`src/rtl/store_ram_pkg.sv`:
```
// Shared definitions for the store RAM controller: FSM state encoding and the
// preset program/data image loaded by the init sweep.
package store_ram_pkg;

  typedef enum logic {
    INIT  = 1'b0,
    READY = 1'b1
  } state_e;

  localparam int unsigned IMAGE_LEN = 18;

  // Preset image word for a given address; addresses past the image load zero.
  function automatic logic [7:0] image_word(input logic [31:0] a);
    logic [7:0] w;
    w = 8'h00;
    if (a < IMAGE_LEN) begin
      case (a)
        32'd0:   w = 8'h80;
        32'd1:   w = 8'h3E;
        32'd2:   w = 8'h80;
        32'd3:   w = 8'h3F;
        32'd4:   w = 8'h1E;
        32'd5:   w = 8'h7F;
        32'd6:   w = 8'hB0;
        32'd7:   w = 8'hCC;
        32'd8:   w = 8'h1F;
        32'd9:   w = 8'h7E;
        32'd10:  w = 8'h3F;
        32'd11:  w = 8'hC4;
        32'd12:  w = 8'h1E;
        32'd13:  w = 8'h7F;
        32'd14:  w = 8'h3E;
        32'd15:  w = 8'hC4;
        32'd16:  w = 8'h1E;
        32'd17:  w = 8'hFF;
        default: w = 8'h00;
      endcase
    end
    return w;
  endfunction

endpackage

```
`src/rtl/store_ram_array.sv`:
```
// Single-port synchronous storage with write enable and an enabled read
// register. When STORE_RAM_PARITY_EN is defined an even-parity column is kept
// alongside the data and checked on every read.
module store_ram_array
  import store_ram_pkg::*;
#(
  parameter int DATA_W = 8,
  parameter int ADDR_W = 5,
  parameter int DEPTH  = 2 ** ADDR_W
) (
  input  logic              Clock,
  input  logic              Reset_n,
  input  logic              we_i,
  input  logic              re_i,
  input  logic              rd_zero_i,
  input  logic [ADDR_W-1:0] addr_i,
  input  logic [DATA_W-1:0] wdata_i,
`ifdef STORE_RAM_PARITY_EN
  input  logic              inj_i,
  output logic              par_err_o,
`endif
  output logic [DATA_W-1:0] rdata_o
);

  logic [DATA_W-1:0] mem [DEPTH];
  logic [DATA_W-1:0] rdata_q;

  // Storage write; contents survive reset and are only refreshed by the sweep.
  always_ff @(posedge Clock) begin
    if (we_i) begin
      mem[addr_i] <= wdata_i;
    end
  end

  // Read register: loads only on an accepted read, otherwise holds.
  always_ff @(posedge Clock) begin
    if (!Reset_n) begin
      rdata_q <= '0;
    end else if (re_i) begin
      rdata_q <= rd_zero_i ? '0 : mem[addr_i];
    end
  end

  assign rdata_o = rdata_q;

`ifdef STORE_RAM_PARITY_EN
  logic par_mem [DEPTH];
  logic par_err_q;

  // Parity column write; inj_i flips the stored bit to force a mismatch.
  always_ff @(posedge Clock) begin
    if (we_i) begin
      par_mem[addr_i] <= (^wdata_i) ^ inj_i;
    end
  end

  // Parity check strobe, aligned with the read data register.
  always_ff @(posedge Clock) begin
    if (!Reset_n) begin
      par_err_q <= 1'b0;
    end else if (re_i && !rd_zero_i) begin
      par_err_q <= (^mem[addr_i]) != par_mem[addr_i];
    end else begin
      par_err_q <= 1'b0;
    end
  end

  assign par_err_o = par_err_q;
`endif

endmodule

```
`src/rtl/store_ram_ctrl.sv`:
```
// Store RAM controller: sweeps the preset image into the array after reset or
// an Initialize request, then serves one load/store per cycle through the
// req/req_ready handshake. Optional parity: define STORE_RAM_PARITY_EN.
//
// state | meaning
// INIT  | writing image word at ptr each cycle, requests refused, busy high
// READY | serving requests; Initialize restarts the sweep
module store_ram_ctrl
  import store_ram_pkg::*;
#(
  parameter int DATA_W = 8,
  parameter int ADDR_W = 5,
  parameter int DEPTH  = 2 ** ADDR_W
) (
  input  logic              Clock,
  input  logic              Reset_n,
  input  logic              Initialize,
  input  logic              req,
  output logic              req_ready,
  input  logic              WE,
  input  logic [ADDR_W-1:0] addr,
  input  logic [DATA_W-1:0] data_IN,
`ifdef STORE_RAM_PARITY_EN
  input  logic              inj_par,
  output logic              par_err,
`endif
  output logic [DATA_W-1:0] data_Out,
  output logic              rd_valid,
  output logic              busy
);

  localparam logic [ADDR_W:0]   DEPTH_L  = (ADDR_W + 1)'(DEPTH);
  localparam logic [ADDR_W-1:0] LAST_PTR = ADDR_W'(DEPTH - 1);

  state_e            state_q, state_d;
  logic [ADDR_W-1:0] ptr_q, ptr_d;
  logic              rd_valid_q, rd_valid_d;

  logic              in_range;
  logic              mem_we;
  logic              mem_re;
  logic [ADDR_W-1:0] mem_addr;
  logic [DATA_W-1:0] mem_wdata;

  assign in_range = {1'b0, addr} < DEPTH_L;

  // State, sweep pointer and read strobe registers.
  always_ff @(posedge Clock) begin
    if (!Reset_n) begin
      state_q    <= INIT;
      ptr_q      <= '0;
      rd_valid_q <= 1'b0;
    end else begin
      state_q    <= state_d;
      ptr_q      <= ptr_d;
      rd_valid_q <= rd_valid_d;
    end
  end

  // Next state, array port steering and handshake.
  always_comb begin
    state_d    = state_q;
    ptr_d      = ptr_q;
    rd_valid_d = 1'b0;
    req_ready  = 1'b0;
    mem_we     = 1'b0;
    mem_re     = 1'b0;
    mem_addr   = addr;
    mem_wdata  = data_IN;
    case (state_q)
      INIT: begin
        // Initialize is ignored here: the sweep always runs to completion.
        mem_we    = 1'b1;
        mem_addr  = ptr_q;
        mem_wdata = DATA_W'(image_word(32'(ptr_q)));
        if (ptr_q == LAST_PTR) begin
          state_d = READY;
          ptr_d   = '0;
        end else begin
          ptr_d = ptr_q + ADDR_W'(1);
        end
      end
      READY: begin
        if (Initialize) begin
          state_d = INIT;
          ptr_d   = '0;
        end else begin
          req_ready = 1'b1;
          if (req) begin
            if (WE) begin
              mem_we = in_range;
            end else begin
              mem_re     = 1'b1;
              rd_valid_d = 1'b1;
            end
          end
        end
      end
      default: begin
        state_d = INIT;
        ptr_d   = '0;
      end
    endcase
  end

  assign busy     = (state_q == INIT);
  assign rd_valid = rd_valid_q;

  store_ram_array #(
    .DATA_W (DATA_W),
    .ADDR_W (ADDR_W),
    .DEPTH  (DEPTH)
  ) u_array (
    .Clock     (Clock),
    .Reset_n   (Reset_n),
    .we_i      (mem_we),
    .re_i      (mem_re),
    .rd_zero_i (!in_range),
    .addr_i    (mem_addr),
    .wdata_i   (mem_wdata),
`ifdef STORE_RAM_PARITY_EN
    .inj_i     (inj_par && (state_q == READY)),
    .par_err_o (par_err),
`endif
    .rdata_o   (data_Out)
  );

endmodule

```
`config.mk`:
```
export PLATFORM = sky130hd
export DESIGN_NAME = store_ram_ctrl
export DESIGN_NICKNAME = d
export VERILOG_FILES = /design/src/rtl/store_ram_pkg.sv /design/src/rtl/store_ram_array.sv /design/src/rtl/store_ram_ctrl.sv
export SDC_FILE = /design/constraint.sdc
export NUM_CORES = 1
export LEC_CHECK = 0
export CORE_ASPECT_RATIO = 0.6
export CORE_MARGIN = 1
export CORE_UTILIZATION = 44
export CTS_BUF_LIST = sky130_fd_sc_hd__clkbuf_2
export DETAILED_ROUTE_END_ITERATION = 6
export DONT_BUFFER_PORTS = 1
export GPL_TIMING_DRIVEN = 1
export MAX_ROUTING_LAYER = met4
export SETUP_SLACK_MARGIN = 0.15
export SLEW_MARGIN = 20
export SYNTH_ARGS = -nofsm -noshare
export SYNTH_HDL_FRONTEND = slang
export SYNTH_HIERARCHICAL = 1
export SYNTH_SLANG_ARGS = --single-unit
export TNS_END_PERCENT = 20
```
`constraint.sdc`:
```
create_clock -name Clock -period 8.1 [get_ports Clock]
set_input_delay 1.62 -clock Clock [delete_from_list [all_inputs] [get_ports Clock]]
set_output_delay 1.62 -clock Clock [all_outputs]
set_load 0.01 [all_outputs]
```
==> impl_metrics.py, run 1 <==
metrics = {
    "worst_setup_path": {
        "worst_ep_required_time_ps": 8900,
        "crit_slowest_cell": "dfxtp_1",
        "slowest_delay_ps": 950,
        "critPathCapture": "u_array/rdata_o[5]$_SDFFE_PN0P_",
        "critical_path.top_delay_family": "multiplexers",
        "r2r_cells": 7,
        "endpoint_kind": "flip-flop",
        "path_cells": "mux2_8, buf_4, mux2i_1, o22ai_1, nor4_1, nand2_1, a32o_1",
        "crit_start": "state_q$_SDFF_PN0_",
        "r2r-end": "u_array/rdata_o[5]$_SDFFE_PN0P_",
        "critPathLaunchType": "flip-flop",
        "r2r_start": "state_q$_SDFF_PN0_",
        "worstSetupPathType": "reg -> reg",
        "path_buf_inv": 1,
        "crit_fanout": 90,
        "cp.depth": 7,
        "critPathArrivalTime_ps": 5140,
        "rrSetupSlack_ps": 3760,
    },
    "sta": {
        "tightest_slew_ps": 1169,
        "relSlewSlack": 0.2191,
        "drv_slew": 0,
        "setup_viol": 0,
        "setup_slack_ps": 3761,
        "fin_crit_sh": 0.5357,
        "finClkSkew_ps": 53.59,
        "fin_crit_ps": 4339,
        "finalHoldViolCount": 0,
        "fin_setup_tns_ps": 0,
        "rsz0062_at_grt": "false",
        "clock.fmax_ghz": 0.2304,
    },
    "grt": {
        "grt_max_degree": 91,
        "grt_remaining_overflow": 0,
        "grt_pass1_wl_um": 41850,
        "grt_pass1_vias": 6272,
        "grtUsageTotal": 0.2251,
        "antenna_found_initial": 0,
    },
    "clock_tree": {
        "cts_buffer_depth": 3,
        "cts-resized-gates": 0,
        "cts.sinks": 279,
        "clock_latency_ps": 900,
        "clkSlewWorstSetupHoldPaths_ps": 120,
        "cts_max_level": 2,
        "cts_buffers": 60,
        "cts_setup_buffers": 0,
        "root_buffer": "clkbuf_2",
        "cts_tree": "yes",
        "hold_buffers": 0,
    },
    "floorplanning": {
        "row_count": 45,
        "core_area_mm2": 0.02539,
        "io_pins": 29,
        "die_h_um": 126.8,
        "die_area_mm2": 0.02664,
        "initial_utilization": 0.4501,
        "die_w_um": 210.1,
    },
    "route": {
        "dr_total_vias": 6569,
        "drc": 0,
        "wl_um": 28290,
        "drt_first_pass_iters": 5,
        "viasPerCell": 5.818,
        "wl_per_cell_um": 25.06,
        "ant_nets": 0,
        "drtIter0Drc": 841,
    },
    "yosys": {
        "avgSynthCellArea_um2": 16.28,
        "synth_top_area_share": 0.6727,
        "synth_async_sr_flop_share": 0,
        "ys_top_cells_by_area": "edfxtp_1, mux2i_1, dfxtp_1, o22ai_1, buf_6",
        "syn_inst": 702,
        "synth_edf_count": 256,
        "yosysWarnings": 6,
        "yosysUniqueCellTypes": 57,
        "synth_top_area_cell": "edfxtp_1",
        "synthFlopType": "edfxtp_1",
        "ys_seq_elements": 279,
        "synthesis.area_mm2": 0.01143,
        "synth_fp_nets": 726,
        "synth_seq_area_share": 0.7129,
    },
    "placed_design": {
        "postPlaceCellArea_mm2": 0.01165,
        "pre_cts_slack_ps": 3350,
        "port_buffers": 0,
        "dpl.cell_count": 1020,
        "dp_hpwl_um": 18000,
        "place_congestion": 0.9662,
    },
    "pwr": {
        "leakage_nw": 4.033,
        "ir_worst_vdd_mv": 0.1105,
        "power_density_mw_per_mm2": 222.1,
    },
    "run_status": {
        "status": "finished clean",
    },
    "layout": {
        "area_growth_pct": 6.514,
        "layout-drive-gt1-share": 0.1596,
        "mostFrequentLayoutCells": "edfxtp_1, mux2i_1, clkbuf_2",
        "nets": 754,
        "final_cells": 1129,
        "antenna_cells": 0,
        "fin_area_mm2": 0.01217,
        "final_common_cell": "edfxtp_1",
    },
    "job": {
        "drv_cap": 0,
    },
    "worst_hold_path": {
        "worst_hold_path_type": "reg -> reg",
    },
}
==> report_power, final <==
part,switching (mW),leakage [nW],internal (mW)
logic,0.164,1.09,0.0796
registers,0.00881,2.52,1.62
clock network,0.536,0.414,0.296
total,0.708,4.03,2.00
==> cells by family (layout without fill, tap and decap cells) <==
family / after synthesis / count (layout) / share of synthesized area
AO/OA/AOI/OAI: 108 / 108 / 0.06635
XOR/XNOR: 2 / 2 / 0.001533
adder cells (fa/ha/maj): 6 / 6 / 0.006569
buffers and inverters: 51 / 126 / 0.03098
flip-flops: 279 / 279 / 0.7129
multiplexers: 133 / 133 / 0.1170
other: 1 / 1 / 0.0003281
AND/OR/NAND/NOR: 122 / 122 / 0.06427
==> state kept, by name, summed over array words and instances, names as in the netlist, named ones only <==
signal           count
state_q              1
ptr_q                5
rd_valid             1
u_array/mem        256
u_array/rdata_o      8
==> metal layers <==
layer / track usage / up-vias / wire, um
met1: 0.3197 / 3276 / 12750
met4: 0.05453 / 0 / 413
met3: 0.09260 / 44 / 3579
met2: 0.2957 / 346 / 11550
li1: - / 2903 / -
met5: - / - / 0
==> through the flow <==
stage                     utilization  power (mW)  hold slack, ps
after floorplan                     -       1.832           518.7
after global placement         0.4576       1.896           546.1
after detailed placement       0.4587       1.902           566.2
after CTS                      0.4794       2.731           582.0
after global routing           0.4794       2.826           639.8
final                          0.4794       2.704           578.2
==> cells in the mapped netlist, drive strengths merged (7+ instances only) <==
cell / instances
clkbuf: 7
a22o: 9
nor2: 32
nand3: 10
a32o: 8
buf: 36
nor4: 16
edfxtp: 256
nand2: 16
nor3: 7
dfxtp: 23
mux2i: 128
o22ai: 66
inv: 7
==> tightest hold or removal path, stage by stage (launching register included) <==
cell	delay [ps]
dfxtp_1	370
nand3b_1	110
a21oi_1	60
==> how the worst min path moves through the flow <==
stage | from | depth (start not counted) | slack (ps) | to
global placement | ptr_q[0]$_SDFFE_PN0N_ | 2 | 550 | ptr_q[0]$_SDFFE_PN0N_
CTS | ptr_q[0]$_SDFFE_PN0N_ | 2 | 580 | ptr_q[0]$_SDFFE_PN0N_
floorplan | ptr_q[0]$_SDFFE_PN0N_ | 2 | 520 | ptr_q[0]$_SDFFE_PN0N_
global route | ptr_q[0]$_SDFFE_PN0N_ | 2 | 640 | ptr_q[0]$_SDFFE_PN0N_
detailed placement | ptr_q[0]$_SDFFE_PN0N_ | 2 | 570 | ptr_q[0]$_SDFFE_PN0N_
finish | ptr_q[0]$_SDFFE_PN0N_ | 2 | 580 | ptr_q[0]$_SDFFE_PN0N_
==> layout make-up <==
type,instances,area [um^2]
Fill cell,2179,13220
Sequential cell,279,8148
Multi-Input combinational cell,372,2963
Clock buffer,90,450.4
Tap cell,352,440.4
Clock inverter,19,73.82
Timing Repair Buffer,9,67.56
Inverter,8,30.03
No activity file was read; power rests on OpenSTA's default activity.
==> run 2: changes to the inputs <==
==> constraint.sdc (replaced) <==
create_clock -name Clock -period 3.7 [get_ports Clock]
set_input_delay 0.74 -clock Clock [delete_from_list [all_inputs] [get_ports Clock]]
set_output_delay 0.74 -clock Clock [all_outputs]
set_load 0.01 [all_outputs]
==> run 2 against run 1 <==
Critical path depth unchanged. Core utilization is 1.0 points higher. Die area did not move. Largest power group unchanged. Power increased by 120%. Design area up 2.2%. Critical endpoint is now u_array/rdata_o[0]$_SDFFE_PN0P_. Flip-flop and latch count unchanged.
==> impl_metrics.py, run 2 (same netlist as run 1, synthesis figures left out) <==
metrics = {
    "sta": {
        "rsz0062_at_grt": "false",
        "setup_viol": 0,
        "clock.fmax_ghz": 0.3140,
        "fin_crit_ps": 3184,
        "whs_ps": 75.57,
        "fin_setup_tns_ps": 0,
        "relSlewSlack": 0.4021,
        "finalHoldViolCount": 0,
        "drv_slew": 0,
        "finClkSkew_ps": 70.19,
        "tightest_slew_ps": 893.6,
        "fin_crit_sh": 0.8607,
    },
    "worst_hold_path": {
        "worst_hold_path_type": "in -> reg",
        "worstHoldPathCells": 2,
        "worstHoldStart": "Reset_n",
    },
    "pwr": {
        "ir_worst_vdd_mv": 0.2396,
        "p_total_mw": 6.069,
        "power_density_mw_per_mm2": 487.9,
        "leakage_nw": 4.240,
    },
    "route": {
        "viasPerCell": 5.815,
        "drt_first_pass_iters": 5,
        "drc": 0,
        "ant_nets": 0,
        "wl_per_cell_um": 24.27,
        "dr_total_vias": 6809,
        "drtIter0Drc": 721,
        "wl_um": 28420,
    },
    "floorplanning": {
        "die_area_mm2": 0.02664,
        "die_w_um": 210.1,
        "io_pins": 29,
        "die_h_um": 126.8,
        "core_area_mm2": 0.02539,
        "initial_utilization": 0.4501,
        "row_count": 45,
    },
    "worst_setup_path": {
        "worst_ep_required_time_ps": 4430,
        "path_buf_inv": 1,
        "r2r_cells": 7,
        "slowest_delay_ps": 610,
        "path_cells": "mux2_8, buf_4, mux2i_1, o22ai_1, nor4_1, nand2_1, a32o_1",
        "r2r-end": "u_array/rdata_o[0]$_SDFFE_PN0P_",
        "crit_fanout": 61,
        "crit_slowest_cell": "mux2_8",
        "r2r_start": "ptr_q[1]$_SDFFE_PN0N_",
        "critical_path.top_delay_family": "multiplexers",
        "worstSetupPathType": "reg -> reg",
        "critPathLaunchType": "flip-flop",
        "critPathArrivalTime_ps": 3920,
        "endpoint_kind": "flip-flop",
        "rrSetupSlack_ps": 520,
    },
    "grt": {
        "grt_pass1_vias": 6606,
        "grt_pass1_wl_um": 42320,
        "grtUsageTotal": 0.2265,
        "antenna_found_initial": 2,
        "grt_max_degree": 62,
        "grt_remaining_overflow": 0,
    },
    "layout": {
        "final_util": 0.4899,
        "layout-drive-gt1-share": 0.1985,
        "fin_area_mm2": 0.01244,
        "regMostFlops": "u_array/mem",
        "final_common_cell": "edfxtp_1",
        "area_growth_pct": 8.846,
        "mostFrequentLayoutCells": "edfxtp_1, mux2i_1, clkbuf_2",
        "largest_register_ffs": 256,
        "nets": 790,
    },
    "clock_tree": {
        "cts_tree": "yes",
        "cts_max_level": 3,
        "cts.sinks": 279,
        "root_buffer": "clkbuf_2",
        "clock_latency_ps": 860,
        "hold_buffers": 2,
        "cts_buffer_depth": 3,
        "clkSlewWorstSetupHoldPaths_ps": 100,
        "cts-resized-gates": 0,
        "cts_buffers": 67,
        "cts_setup_buffers": 0,
    },
    "job": {
        "drv_cap": 0,
    },
    "placed_design": {
        "dp_hpwl_um": 17990,
        "postPlaceCellArea_mm2": 0.01183,
        "place_congestion": 0.8358,
        "port_buffers": 0,
    },
    "run_status": {
        "status": "finished clean",
    },
}
[run 2: cell types whose count changed in the layout (fill, tap and decap cells not counted), moves of 2 or more]
cell and delta:
nor3_1 +4, clkinv_1 -6, clkbuf_2 +14, diode_2 +3, nor3_2 -4, clkinv_2 +2, dlygate4sd3_1 +2, buf_4 +27
[run 2: layer usage]
layer  global-route usage  part of all wire  up-vias
li1                     -                 -     2993
met1               0.3379              0.48     3452
met2               0.2933              0.41      322
met3              0.06462             0.088       42
met4              0.07128             0.016        0
met5                    -                 0        -
[run 2: how the worst max path moves through the flow]
stage / from / end / cells past startpoint
floorplan: addr[1] / u_array/mem[25][0]$_DFFE_PP_ / 6
global placement: addr[1] / u_array/rdata_o[1]$_SDFFE_PN0P_ / 7
detailed placement: addr[1] / u_array/rdata_o[0]$_SDFFE_PN0P_ / 7
CTS: ptr_q[1]$_SDFFE_PN0N_ / u_array/rdata_o[0]$_SDFFE_PN0P_ / 7
global route: ptr_q[1]$_SDFFE_PN0N_ / u_array/rdata_o[0]$_SDFFE_PN0P_ / 7
finish: ptr_q[1]$_SDFFE_PN0N_ / u_array/rdata_o[0]$_SDFFE_PN0P_ / 7
[run 2: metrics by stage]
stage / setup slack [ps] / instances
final: 515.5 / 1171
after CTS: 535.8 / 1168
after floorplan: 941.7 / 702
after global placement: 323.4 / 1047
after detailed placement: 327.3 / 1047
after global routing: 437.7 / 1171
[run 2: layout make-up]
type,instances,area [um^2]
fill,2139,12950
sequential,279,8148
multi-input combinational,372,2942
clock buffer,104,520.5
tap,352,440.4
timing repair buffer,38,290.3
clock inverter,15,61.31
inverter,8,30.03
antenna,3,7.507
[run 2: report_power, final]
part	total, mW	leakage (nW)	internal [mW]	switching (mW)
combinational	0.572	1.24	0.184	0.388
clock	1.94	0.470	0.742	1.19
sequential	3.56	2.52	3.54	0.0162
total	6.07	4.24	4.47	1.60
==> run 3: changes to the inputs <==
--- a/config.mk
+++ b/config.mk
@@ -13,6 +13,7 @@
 export DONT_BUFFER_PORTS = 1
 export GPL_TIMING_DRIVEN = 1
 export MAX_ROUTING_LAYER = met4
+export REMOVE_ABC_BUFFERS = 1
 export SETUP_SLACK_MARGIN = 0.15
 export SLEW_MARGIN = 20
 export SYNTH_ARGS = -nofsm -noshare
==> run 3 against run 2 <==
Via count down 2.5%. Critical path depth did not move. Sequential power about the same. Highest routed layer unchanged. Largest power group unchanged. Critical endpoint is now u_array/rdata_o[5]$_SDFFE_PN0P_.
==> impl_metrics.py, run 3 (same netlist as run 1, synthesis figures left out) <==
metrics = {
    "layout": {
        "fin_area_mm2": 0.01240,
        "mostFrequentLayoutCells": "edfxtp_1, mux2i_1, clkbuf_2",
        "nets": 780,
        "area_growth_pct": 8.528,
        "layout-drive-gt1-share": 0.1823,
        "largest_register_ffs": 256,
        "final_common_cell": "edfxtp_1",
        "final_util": 0.4884,
        "regMostFlops": "u_array/mem",
    },
    "clock_tree": {
        "cts.sinks": 279,
        "clock_latency_ps": 890,
        "clkSlewWorstSetupHoldPaths_ps": 130,
        "cts_buffer_depth": 3,
        "cts_max_level": 2,
        "cts_tree": "yes",
        "cts_buffers": 61,
        "cts_setup_buffers": 0,
        "root_buffer": "clkbuf_2",
    },
    "worst_setup_path": {
        "path_buf_inv": 1,
        "r2r_start": "state_q$_SDFF_PN0_",
        "crit_fanout": 65,
        "crit_slowest_cell": "nor4_1",
        "endpoint_kind": "flip-flop",
        "critical_path.top_delay_family": "multiplexers",
        "worst_ep_required_time_ps": 4450,
        "slowest_delay_ps": 710,
        "critPathArrivalTime_ps": 4160,
        "worstSetupPathType": "reg -> reg",
        "critPathLaunchType": "flip-flop",
        "rrSetupSlack_ps": 290,
        "r2r-end": "u_array/rdata_o[5]$_SDFFE_PN0P_",
        "r2r_cells": 7,
        "path_cells": "mux2_8, buf_4, mux2i_1, o22ai_1, nor4_1, nand2_1, a32o_1",
    },
    "floorplanning": {
        "die_area_mm2": 0.02664,
        "die_h_um": 126.8,
        "row_count": 45,
        "initial_utilization": 0.4501,
        "io_pins": 29,
        "core_area_mm2": 0.02539,
        "die_w_um": 210.1,
    },
    "grt": {
        "grtUsageTotal": 0.2261,
        "grt_max_degree": 66,
        "grt_pass1_vias": 6419,
        "antenna_found_initial": 1,
        "grt_remaining_overflow": 0,
        "grt_pass1_wl_um": 42140,
    },
    "sta": {
        "rsz0062_at_grt": "false",
        "fin_crit_ps": 3413,
        "setup_slack_ps": 286.8,
        "finClkSkew_ps": 49.50,
        "fin_crit_sh": 0.9225,
        "tightest_slew_ps": 873.7,
        "fin_setup_tns_ps": 0,
        "clock.fmax_ghz": 0.2930,
        "drv_slew": 0,
        "relSlewSlack": 0.4122,
        "finalHoldViolCount": 0,
        "setup_viol": 0,
    },
    "route": {
        "drc": 0,
        "wl_per_cell_um": 24.74,
        "ant_nets": 0,
        "dr_total_vias": 6640,
        "drt_first_pass_iters": 7,
        "drtIter0Drc": 759,
        "wl_um": 28550,
        "viasPerCell": 5.754,
    },
    "worst_hold_path": {
        "worstHoldStart": "Reset_n",
        "worstHoldPathCells": 2,
        "worst_hold_path_type": "in -> reg",
    },
    "pwr": {
        "p_total_mw": 6.023,
        "leakage_nw": 4.184,
        "power_density_mw_per_mm2": 485.6,
        "ir_worst_vdd_mv": 0.2291,
    },
    "placed_design": {
        "port_buffers": 0,
        "postPlaceCellArea_mm2": 0.01183,
        "pre_cts_slack_ps": 338.8,
        "place_congestion": 0.9355,
        "dp_hpwl_um": 18670,
    },
    "job": {
        "drv_cap": 0,
    },
    "run_status": {
        "status": "finished clean",
    },
}
==> run 3: changes by cell type in the layout (fill, tap and decap cells not counted), sizes merged <==
cell / change
clkbuf: -8
buf: -4
clkinv: -3
diode: -2
inv: -2
bufinv: +1
clkinvlp: +1
==> run 3: worst register-to-register path, delay by kind of cell, from the launching register on <==
family          cells  cell delay [ps]
mux                 2             1020
simple gates        2              820
flops               1              540
compound gates      2              460
buf+inv             1              450
==> run 3: final cells by class <==
type | count | area (um^2)
Inverter | 8 | 30.03
Antenna cell | 1 | 2.502
Tap cell | 352 | 440.4
Sequential cell | 279 | 8148
Clock buffer | 96 | 480.5
Fill cell | 2143 | 12990
Timing Repair Buffer | 34 | 285.3
Multi-Input combinational cell | 372 | 2942
Clock inverter | 12 | 75.07
==> run 3: worst max path at each step <==
stage	startpoint	endpoint	depth (start not counted)
final	state_q$_SDFF_PN0_	u_array/rdata_o[5]$_SDFFE_PN0P_	7
after global routing	state_q$_SDFF_PN0_	u_array/rdata_o[5]$_SDFFE_PN0P_	7
after CTS	state_q$_SDFF_PN0_	u_array/rdata_o[5]$_SDFFE_PN0P_	7
after detailed placement	addr[1]	u_array/rdata_o[5]$_SDFFE_PN0P_	7
after global placement	addr[1]	u_array/rdata_o[5]$_SDFFE_PN0P_	7
after floorplan	state_q$_SDFF_PN0_	u_array/mem[27][0]$_DFFE_PP_	3
==> run 3: repair_timing <==
item	CTS	global route
hold endpoints to repair	16	0
hold buffers	2	0
gates resized for setup	0	0
==> run 3: routing by layer <==
metal	global-route usage	vias to the layer above	share of wire
met5	-	-	0
met2	0.2885	334	0.40
met3	0.08121	47	0.12
met1	0.3362	3309	0.47
met4	0.05324	0	0.013
li1	-	2950	-
==> run 3: per-stage QoR <==
stage	cells	hold slack (ps)
detailed placement	1043	572.6
finish	1154	123.2
floorplan	659	518.8
global route	1154	33.56
CTS	1153	26.77
global placement	1043	587.2
==> run 3: power by group <==
group,switching (mW),internal [mW],leakage [nW]
sequential,0.0189,3.55,2.52
combinational,0.375,0.185,1.23
clock,1.15,0.746,0.429
